## src/rtl/mem_arbiter.sv

```systemverilog
// Shares the single main-memory burst port between the icache refill path and the dcache refill/writeback path.
// Define ROUND_ROBIN_EN to alternate grants on simultaneous requests; otherwise the dcache always wins.
module mem_arbiter #(
    parameter int ADDR_W    = 32,
    parameter int DATA_W    = 128,
    parameter int BURST_LEN = 4
) (
    input  logic              clk,
    input  logic              rst_n,
    input  logic              ic_req_valid_i,
    output logic              ic_req_ready_o,
    input  logic [ADDR_W-1:0] ic_req_addr_i,
    output logic              ic_resp_valid_o,
    output logic [DATA_W-1:0] ic_resp_data_o,
    input  logic              dc_req_valid_i,
    output logic              dc_req_ready_o,
    input  logic              dc_req_rw_i,
    input  logic [ADDR_W-1:0] dc_req_addr_i,
    input  logic              dc_wdata_valid_i,
    output logic              dc_wdata_ready_o,
    input  logic [DATA_W-1:0] dc_wdata_i,
    output logic              dc_resp_valid_o,
    output logic [DATA_W-1:0] dc_resp_data_o,
    output logic              mem_req_valid_o,
    input  logic              mem_req_ready_i,
    output logic              mem_req_rw_o,
    output logic [ADDR_W-1:0] mem_req_addr_o,
    output logic              mem_wdata_valid_o,
    input  logic              mem_wdata_ready_i,
    output logic [DATA_W-1:0] mem_wdata_o,
    input  logic              mem_resp_valid_i,
    input  logic [DATA_W-1:0] mem_resp_data_i,
    output logic              protocol_err_o
);

    localparam int BEAT_W = (BURST_LEN > 1) ? $clog2(BURST_LEN) : 1;
    localparam logic [BEAT_W-1:0] LAST_BEAT = BEAT_W'(BURST_LEN - 1);

    typedef enum logic [1:0] {
        IDLE,
        ISSUE,
        WRITE,
        READ
    } state_t;

    state_t              state_q;
    logic [BEAT_W-1:0]   beat_q;
    logic [BEAT_W-1:0]   beat_d;
    logic                grantDc_q;
    logic [ADDR_W-1:0]   addr_q;
    logic                rw_q;
    logic                memReqValid_q;
    logic                protoErr_q;
    logic                dcWins;
    logic                icWins;
    logic                anyReq;
    logic                lastBeat;

`ifdef ROUND_ROBIN_EN
    logic                lastGrantDc_q;

    // On a tie the requester that did not win last time gets the port.
    assign dcWins = dc_req_valid_i && (!ic_req_valid_i || !lastGrantDc_q);
`else
    assign dcWins = dc_req_valid_i;
`endif

    assign icWins   = ic_req_valid_i && !dcWins;
    assign anyReq   = ic_req_valid_i || dc_req_valid_i;
    assign beat_d   = beat_q + 1'b1;
    assign lastBeat = (beat_q == LAST_BEAT);

    always_ff @(posedge clk or negedge rst_n) begin
        if (!rst_n) begin
            state_q       <= IDLE;
            beat_q        <= '0;
            grantDc_q     <= 1'b1;
            addr_q        <= '0;
            rw_q          <= 1'b0;
            memReqValid_q <= 1'b0;
            protoErr_q    <= 1'b0;
`ifdef ROUND_ROBIN_EN
            lastGrantDc_q <= 1'b1;
`endif
        end else begin
            // Memory has no backpressure on responses, so a stray beat can only be flagged.
            if (mem_resp_valid_i && (state_q != READ)) begin
                protoErr_q <= 1'b1;
            end
            case (state_q)
                IDLE: begin
                    if (anyReq) begin
                        grantDc_q     <= dcWins;
                        addr_q        <= dcWins ? dc_req_addr_i : ic_req_addr_i;
                        rw_q          <= dcWins && dc_req_rw_i;
                        memReqValid_q <= 1'b1;
                        state_q       <= ISSUE;
`ifdef ROUND_ROBIN_EN
                        lastGrantDc_q <= dcWins;
`endif
                    end
                end
                ISSUE: begin
                    if (mem_req_ready_i) begin
                        memReqValid_q <= 1'b0;
                        state_q       <= rw_q ? WRITE : READ;
                    end
                end
                WRITE: begin
                    if (dc_wdata_valid_i && mem_wdata_ready_i) begin
                        beat_q <= beat_d;
                        if (lastBeat) begin
                            state_q <= IDLE;
                        end
                    end
                end
                READ: begin
                    if (mem_resp_valid_i) begin
                        beat_q <= beat_d;
                        if (lastBeat) begin
                            state_q <= IDLE;
                        end
                    end
                end
                default: state_q <= IDLE;
            endcase
        end
    end

    // Ready is gated by reset so nothing looks accepted while the block is held in reset.
    assign ic_req_ready_o    = rst_n && (state_q == IDLE) && icWins;
    assign dc_req_ready_o    = rst_n && (state_q == IDLE) && dcWins;

    assign mem_req_valid_o   = memReqValid_q;
    assign mem_req_rw_o      = rw_q;
    assign mem_req_addr_o    = addr_q;
    assign protocol_err_o    = protoErr_q;

    assign mem_wdata_valid_o = (state_q == WRITE) && dc_wdata_valid_i;
    assign dc_wdata_ready_o  = (state_q == WRITE) && mem_wdata_ready_i;
    assign mem_wdata_o       = dc_wdata_i;

    assign ic_resp_valid_o   = (state_q == READ) && !grantDc_q && mem_resp_valid_i;
    assign dc_resp_valid_o   = (state_q == READ) && grantDc_q && mem_resp_valid_i;
    assign ic_resp_data_o    = ic_resp_valid_o ? mem_resp_data_i : '0;
    assign dc_resp_data_o    = dc_resp_valid_o ? mem_resp_data_i : '0;

endmodule

```

## config.mk

```make
export PLATFORM = sky130hd
export DESIGN_NAME = mem_arbiter
export DESIGN_NICKNAME = d
export VERILOG_FILES = /design/src/rtl/mem_arbiter.sv
export SDC_FILE = /design/constraint.sdc
export NUM_CORES = 1
export LEC_CHECK = 0
export ABC_AREA = 0
export CAP_MARGIN = 40
export CORE_AREA = 2 2 291 293
export DETAILED_ROUTE_END_ITERATION = 6
export DIE_AREA = 0 0 293 295
export DONT_BUFFER_PORTS = 1
export PLACE_DENSITY = 0.3
export SLEW_MARGIN = 20
export SYNTH_ARGS = -nofsm -noshare
export SYNTH_HDL_FRONTEND = slang
export SYNTH_SLANG_ARGS = --single-unit
```

## constraint.sdc

```tcl
create_clock -name clk -period 2.4 [get_ports clk]
set_input_delay 0.72 -clock clk [delete_from_list [all_inputs] [get_ports clk]]
set_output_delay 0.72 -clock clk [all_outputs]
set_load 0.02 [all_outputs]
```

==> results_tabular.tex, run 1 <==
\begin{tabular}{lr}
\hline
Metric & Value \\
\hline
\multicolumn{2}{l}{\textbf{Finish}} \\
\quad Nets & 787 \\
\quad Layout-stage area growth over the synthesis result & 33.7\% \\
\quad Post-layout util & between 7 and 8\% \\
\quad Number of fill cells & 9,659 \\
\quad Share of post-route cells with drive strength above 1 & between 60\% and 70\% \\
\multicolumn{2}{l}{\textbf{Worst setup path}} \\
\quad Critical path's slowest cell & sky130\_fd\_sc\_hd\_\_dfstp\_2 \\
\quad Cell depth of the worst flop-to-flop path & 6 \\
\quad Worst path top cell family by delay & buffers and inverters \\
\quad Most frequent cell on the critical path & sky130\_fd\_sc\_hd\_\_buf\_12 \\
\quad R2R setup slack & roughly 0.66 ns \\
\quad Reg2reg end & mem\_req\_addr\_o[26]\$\_DFFE\_PN0P\_ \\
\quad Category of the most critical setup path & flip-flop to primary output \\
\quad List of cells traversed by the critical path & inv\_2 -> nor2\_4 -> buf\_12 -> buf\_12 -> clkbuf\_16 -> and2\_4 -> buf\_6 \\
\quad Worst EP required & 1.68 ns \\
\quad WP data arrival & around 1.7 ns \\
\quad Critical R2R Launch & state\_q[0]\$\_DFFE\_PN0P\_ \\
\quad Critical path's largest stage delay & around 0.55 ns \\
\quad Worst-path fanout max & 6 \\
\quad Number of buffers and inverters on the critical path & 5 \\
\quad Sort of element at the start of the critical path & flip-flop \\
\quad Worst setup EP type & primary output \\
\multicolumn{2}{l}{\textbf{Clocking}} \\
\quad Number of buffers inserted during clock tree synthesis & 5 \\
\quad Buffer type at the clock tree root & sky130\_fd\_sc\_hd\_\_clkbuf\_16 \\
\quad Number of levels the H-tree was split into & 2 \\
\quad Count of hold-fix buffers inserted at cts & 0 \\
\quad TritonCTS clock tree & built \\
\quad Number of buffers on the longest clock path & 2 \\
\quad Clock-pin slew reported for the worst setup and hold paths after clock tree synthesis & around 0.07 ns \\
\quad Clk sink count & 40 \\
\quad Clock latency of the later-clocked register in the worst-skew pair & 0.30 ns \\
\multicolumn{2}{l}{\textbf{Flow run}} \\
\quad Maximum capacitance violations & 0 \\
\multicolumn{2}{l}{\textbf{Route}} \\
\quad DRC marker count from the first detailed-route iteration & 142 \\
\quad Pre-Repair DR Iteration Count & 4 \\
\quad DRT Wirelength & around 36,000 um \\
\quad Vias after detailed routing & between 3,000 and 4,000 \\
\quad Count of unresolved DRC violations after routing & 0 \\
\quad Remaining antenna violation count & 0 \\
\quad Post-DR vias/cell & $\sim$2.5 \\
\quad Post-detailed-route wirelength per cell & 23.0 um \\
\multicolumn{2}{l}{\textbf{Pwr}} \\
\quad Max VDD drop & between 400 and 500 uV \\
\quad Static Leak & 0.00224 uW \\
\quad Ratio of total power to cell area & 868 nW/um2 \\
\multicolumn{2}{l}{\textbf{Global route}} \\
\quad GRT Overall Usage & between 7 and 8\% \\
\quad Antenna violations before repair & 35 \\
\quad Vias in the first global route & $\sim$3,600 \\
\quad Largest net degree at the start of global routing & 82 \\
\quad First-pass GRT wire length & 39,700 um \\
\quad GRT Residual Overflow & 0 \\
\multicolumn{2}{l}{\textbf{Synthesis}} \\
\quad Gate count of the mapped netlist & 558 \\
\quad Yosys reg bits & 40 \\
\quad Warnings, synthesis & 0 \\
\quad Synth Area in Compound Gates & 1.55\% \\
\quad Cell area after technology mapping & 4670 um2 \\
\quad Dominant combinational cell family by area after synthesis & simple AND/OR/NAND/NOR gates \\
\quad Synthesized-area fraction occupied by adder cells & less than 1\% \\
\quad Average cell area after synthesis & 8.37 um2 \\
\quad Area fraction in and, or, nand and nor cells after synthesis & 36.1\% \\
\quad Post-synthesis share of cell area spent on xor and xnor gates & less than 1\% \\
\quad Syn nets & $\sim$900 \\
\quad Proportion of synthesized area in mux cells & 15.7\% \\
\quad Sequential area share after synthesis & 21.5\% \\
\quad Cell variety after synth & 27 \\
\multicolumn{2}{l}{\textbf{STA}} \\
\quad Final setup viols & 0 \\
\quad Hold slack final & 0.107 ns \\
\quad Worst Skew & 0.00422 ns \\
\quad Tcrit/Tclk final & 99.7\% \\
\quad Max Fclk & $\sim$420 MHz \\
\quad Final number of hold-violating endpoints & 0 \\
\quad Max-slew headroom & 76.9\% \\
\quad RSZ-0062 raised after global routing & yes \\
\quad Number of pins with negative max-slew slack in the final report & 0 \\
\quad Min Tclk post-route & $\sim$2.4 ns \\
\quad Measured slew at the worst slew-check pin & 0.342 ns \\
\multicolumn{2}{l}{\textbf{Die}} \\
\quad Starting density of the core & under 10\% \\
\quad Core Area & roughly 83,000 um2 \\
\quad Die height & just under 300 um \\
\quad Overall die area & 86,400 um2 \\
\quad Number of placement rows & around 110 \\
\quad Die boundary width & between 200 and 300 um \\
\quad Number of primary I/O pins & 754 \\
\multicolumn{2}{l}{\textbf{Place}} \\
\quad Port-buffer cells & 0 \\
\quad Routability congestion estimate & 0.722 \\
\quad Post-detailed-placement half-perimeter wirelength & 30,200 um \\
\multicolumn{2}{l}{\textbf{Min path}} \\
\quad Class of the most critical hold timing path & primary input to async pin \\
\multicolumn{2}{l}{\textbf{Outcome}} \\
\quad Result of the run & finished, final reports clean \\
\hline
\end{tabular}
==> metal layers <==
| layer | share of wire (%) | GRT usage (%) | up-vias |
|---|---|---|---|
| met5 | 0.29 | 0 | - |
| met4 | 3.4 | 1.73 | 14 |
| met3 | 12 | 3.65 | 71 |
| met2 | 47 | 12.5 | 584 |
| met1 | 37 | 8.02 | 1805 |
| li1 | - | - | 1417 |
==> repair_timing <==
item | CTS | global route
buffers inserted | 5 | 2
resized for setup | 100 | 153
endpoints found under the setup margin | 174 | 158
pin swaps | 3 | 25
gates cloned | 2 | 7
==> worst max-delay path by stage <==
stage / endpoint / cells after the start / slack [ns] / start
3_3_place_gp: dc_resp_data_o[21] / 5 / -0.17 / mem_resp_valid_i
6_report: dc_resp_data_o[44] / 7 / 0.008 / grantDc_q$_DFFE_PN1P_
3_5_place_dp: dc_resp_data_o[21] / 5 / -0.20 / mem_resp_valid_i
5_1_grt: dc_resp_data_o[44] / 7 / -0.06 / grantDc_q$_DFFE_PN1P_
2_1_floorplan: ic_req_ready_o / 3 / 0.09 / dc_req_valid_i
4_1_cts: dc_resp_data_o[83] / 6 / -0.03 / grantDc_q$_DFFE_PN1P_
==> report_power, final <==
group / internal, uW / switching [uW] / total, uW
Clock: 385 / 326 / 711
Sequential: 1020 / 636 / 1650
Combinational: 1340 / 1720 / 3060
==> cell usage after synthesis <==
master                     count  area (um2)
sky130_fd_sc_hd__o21ai_0       3        15.0
sky130_fd_sc_hd__buf_4       131         983
sky130_fd_sc_hd__o21ai_1       1        5.00
sky130_fd_sc_hd__clkbuf_1      2        7.51
sky130_fd_sc_hd__clkbuf_2     23         115
sky130_fd_sc_hd__and2_1      256        1600
sky130_fd_sc_hd__inv_1         3        11.3
sky130_fd_sc_hd__and3_1        1        6.26
sky130_fd_sc_hd__nand2b_1      1        6.26
sky130_fd_sc_hd__ha_1          1        12.5
sky130_fd_sc_hd__nand2_1       7        26.3
sky130_fd_sc_hd__mux2_2       65         732
sky130_fd_sc_hd__xor2_1        1        8.76
sky130_fd_sc_hd__nor2_2        2        12.5
sky130_fd_sc_hd__buf_2         8        40.0
sky130_fd_sc_hd__o211ai_1      1        7.51
sky130_fd_sc_hd__dfstp_2       1        26.3
sky130_fd_sc_hd__nor3b_1       1        7.51
sky130_fd_sc_hd__a21oi_1       2        10.0
sky130_fd_sc_hd__dfrtp_1      39         976
sky130_fd_sc_hd__a32o_1        1        10.0
sky130_fd_sc_hd__nand3_2       1        10.0
sky130_fd_sc_hd__nor2_1        3        11.3
sky130_fd_sc_hd__a21o_1        1        7.51
sky130_fd_sc_hd__o21a_2        1        8.76
sky130_fd_sc_hd__nand3_1       1        5.00
sky130_fd_sc_hd__a22o_1        1        8.76
==> state kept, by name, summed over array words and instances (netlist names) <==
signal	flops
state_q	2
grantDc_q	1
mem_req_addr_o	32
beat_q	2
mem_req_rw_o	1
mem_req_valid_o	1
protocol_err_o	1
==> cell type report <==
| cell class | count | area (um2) | share of cell area, % |
|---|---|---|---|
| Inverter | 3 | 11.3 | 0.180 |
| Antenna cell | 10 | 25.0 | 0.401 |
| Clock buffer | 5 | 125 | 2.00 |
| Multi-Input combinational cell | 351 | 2850 | 45.7 |
| Clock inverter | 3 | 18.8 | 0.300 |
| Sequential cell | 40 | 1000 | 16.0 |
| Tap cell | 1080 | 1350 | 21.6 |
| Timing Repair Buffer | 56 | 860 | 13.8 |
==> logic make-up after synthesis <==
family / Yosys count
xor+xnor: 1
mux: 65
flops: 40
buf+inv: 167
fa+ha+maj: 1
simple gates: 273
compound gates: 11
==> cells in the final DEF, fill, tap and decap left out <==
master                       n
sky130_fd_sc_hd__dfrtp_1    39
sky130_fd_sc_hd__o211ai_1    1
sky130_fd_sc_hd__a21o_1      1
sky130_fd_sc_hd__clkinv_2    2
sky130_fd_sc_hd__o21a_2      1
sky130_fd_sc_hd__buf_8       1
sky130_fd_sc_hd__nor2_2      1
sky130_fd_sc_hd__buf_4      17
sky130_fd_sc_hd__o21ai_0     3
sky130_fd_sc_hd__nand3_4     1
sky130_fd_sc_hd__diode_2    10
sky130_fd_sc_hd__a22o_1      1
sky130_fd_sc_hd__inv_1       2
sky130_fd_sc_hd__dfstp_2     1
sky130_fd_sc_hd__inv_2       1
sky130_fd_sc_hd__buf_12     23
sky130_fd_sc_hd__buf_6       9
sky130_fd_sc_hd__nand2_1     7
sky130_fd_sc_hd__and2_1     78
sky130_fd_sc_hd__nor2_4      2
sky130_fd_sc_hd__a21oi_1     2
sky130_fd_sc_hd__xor2_1      1
sky130_fd_sc_hd__ha_1        1
sky130_fd_sc_hd__a32o_1      1
sky130_fd_sc_hd__nand3_1     1
sky130_fd_sc_hd__and3_1      1
sky130_fd_sc_hd__mux2_2     65
sky130_fd_sc_hd__clkinv_4    1
sky130_fd_sc_hd__nor2_1      2
sky130_fd_sc_hd__clkbuf_16   9
sky130_fd_sc_hd__nor3b_1     1
sky130_fd_sc_hd__nand2b_1    1
sky130_fd_sc_hd__and2_2     99
sky130_fd_sc_hd__and2_4     79
sky130_fd_sc_hd__o21ai_1     1
sky130_fd_sc_hd__buf_16      2
==> through the flow <==
stage,std cells,instance area [um2],total power [uW],setup slack (ns),TNS [ns]
2_1_floorplan,558,4670,3800,0.0922,0
3_3_place_gp,1516,5440,4180,-0.171,-9.98
3_5_place_dp,1516,5440,4170,-0.196,-15.44
4_1_cts,1530,5870,5190,-0.0276,-0.372
5_1_grt,1541,6230,5720,-0.0604,-0.825
6_report,1548,6250,5420,0.00808,0
Note: power is estimated with default switching activity, not from simulation.
==> inputs of run 2 (changes only) <==
--- a/config.mk
+++ b/config.mk
@@ -12,7 +12,6 @@
 export DIE_AREA = 0 0 293 295
 export DONT_BUFFER_PORTS = 1
 export PLACE_DENSITY = 0.3
-export SLEW_MARGIN = 20
 export SYNTH_ARGS = -nofsm -noshare
 export SYNTH_HDL_FRONTEND = slang
 export SYNTH_SLANG_ARGS = --single-unit
==> results of run 2 <==
The final DEF is identical to that of run 1; final timing and power are the same.
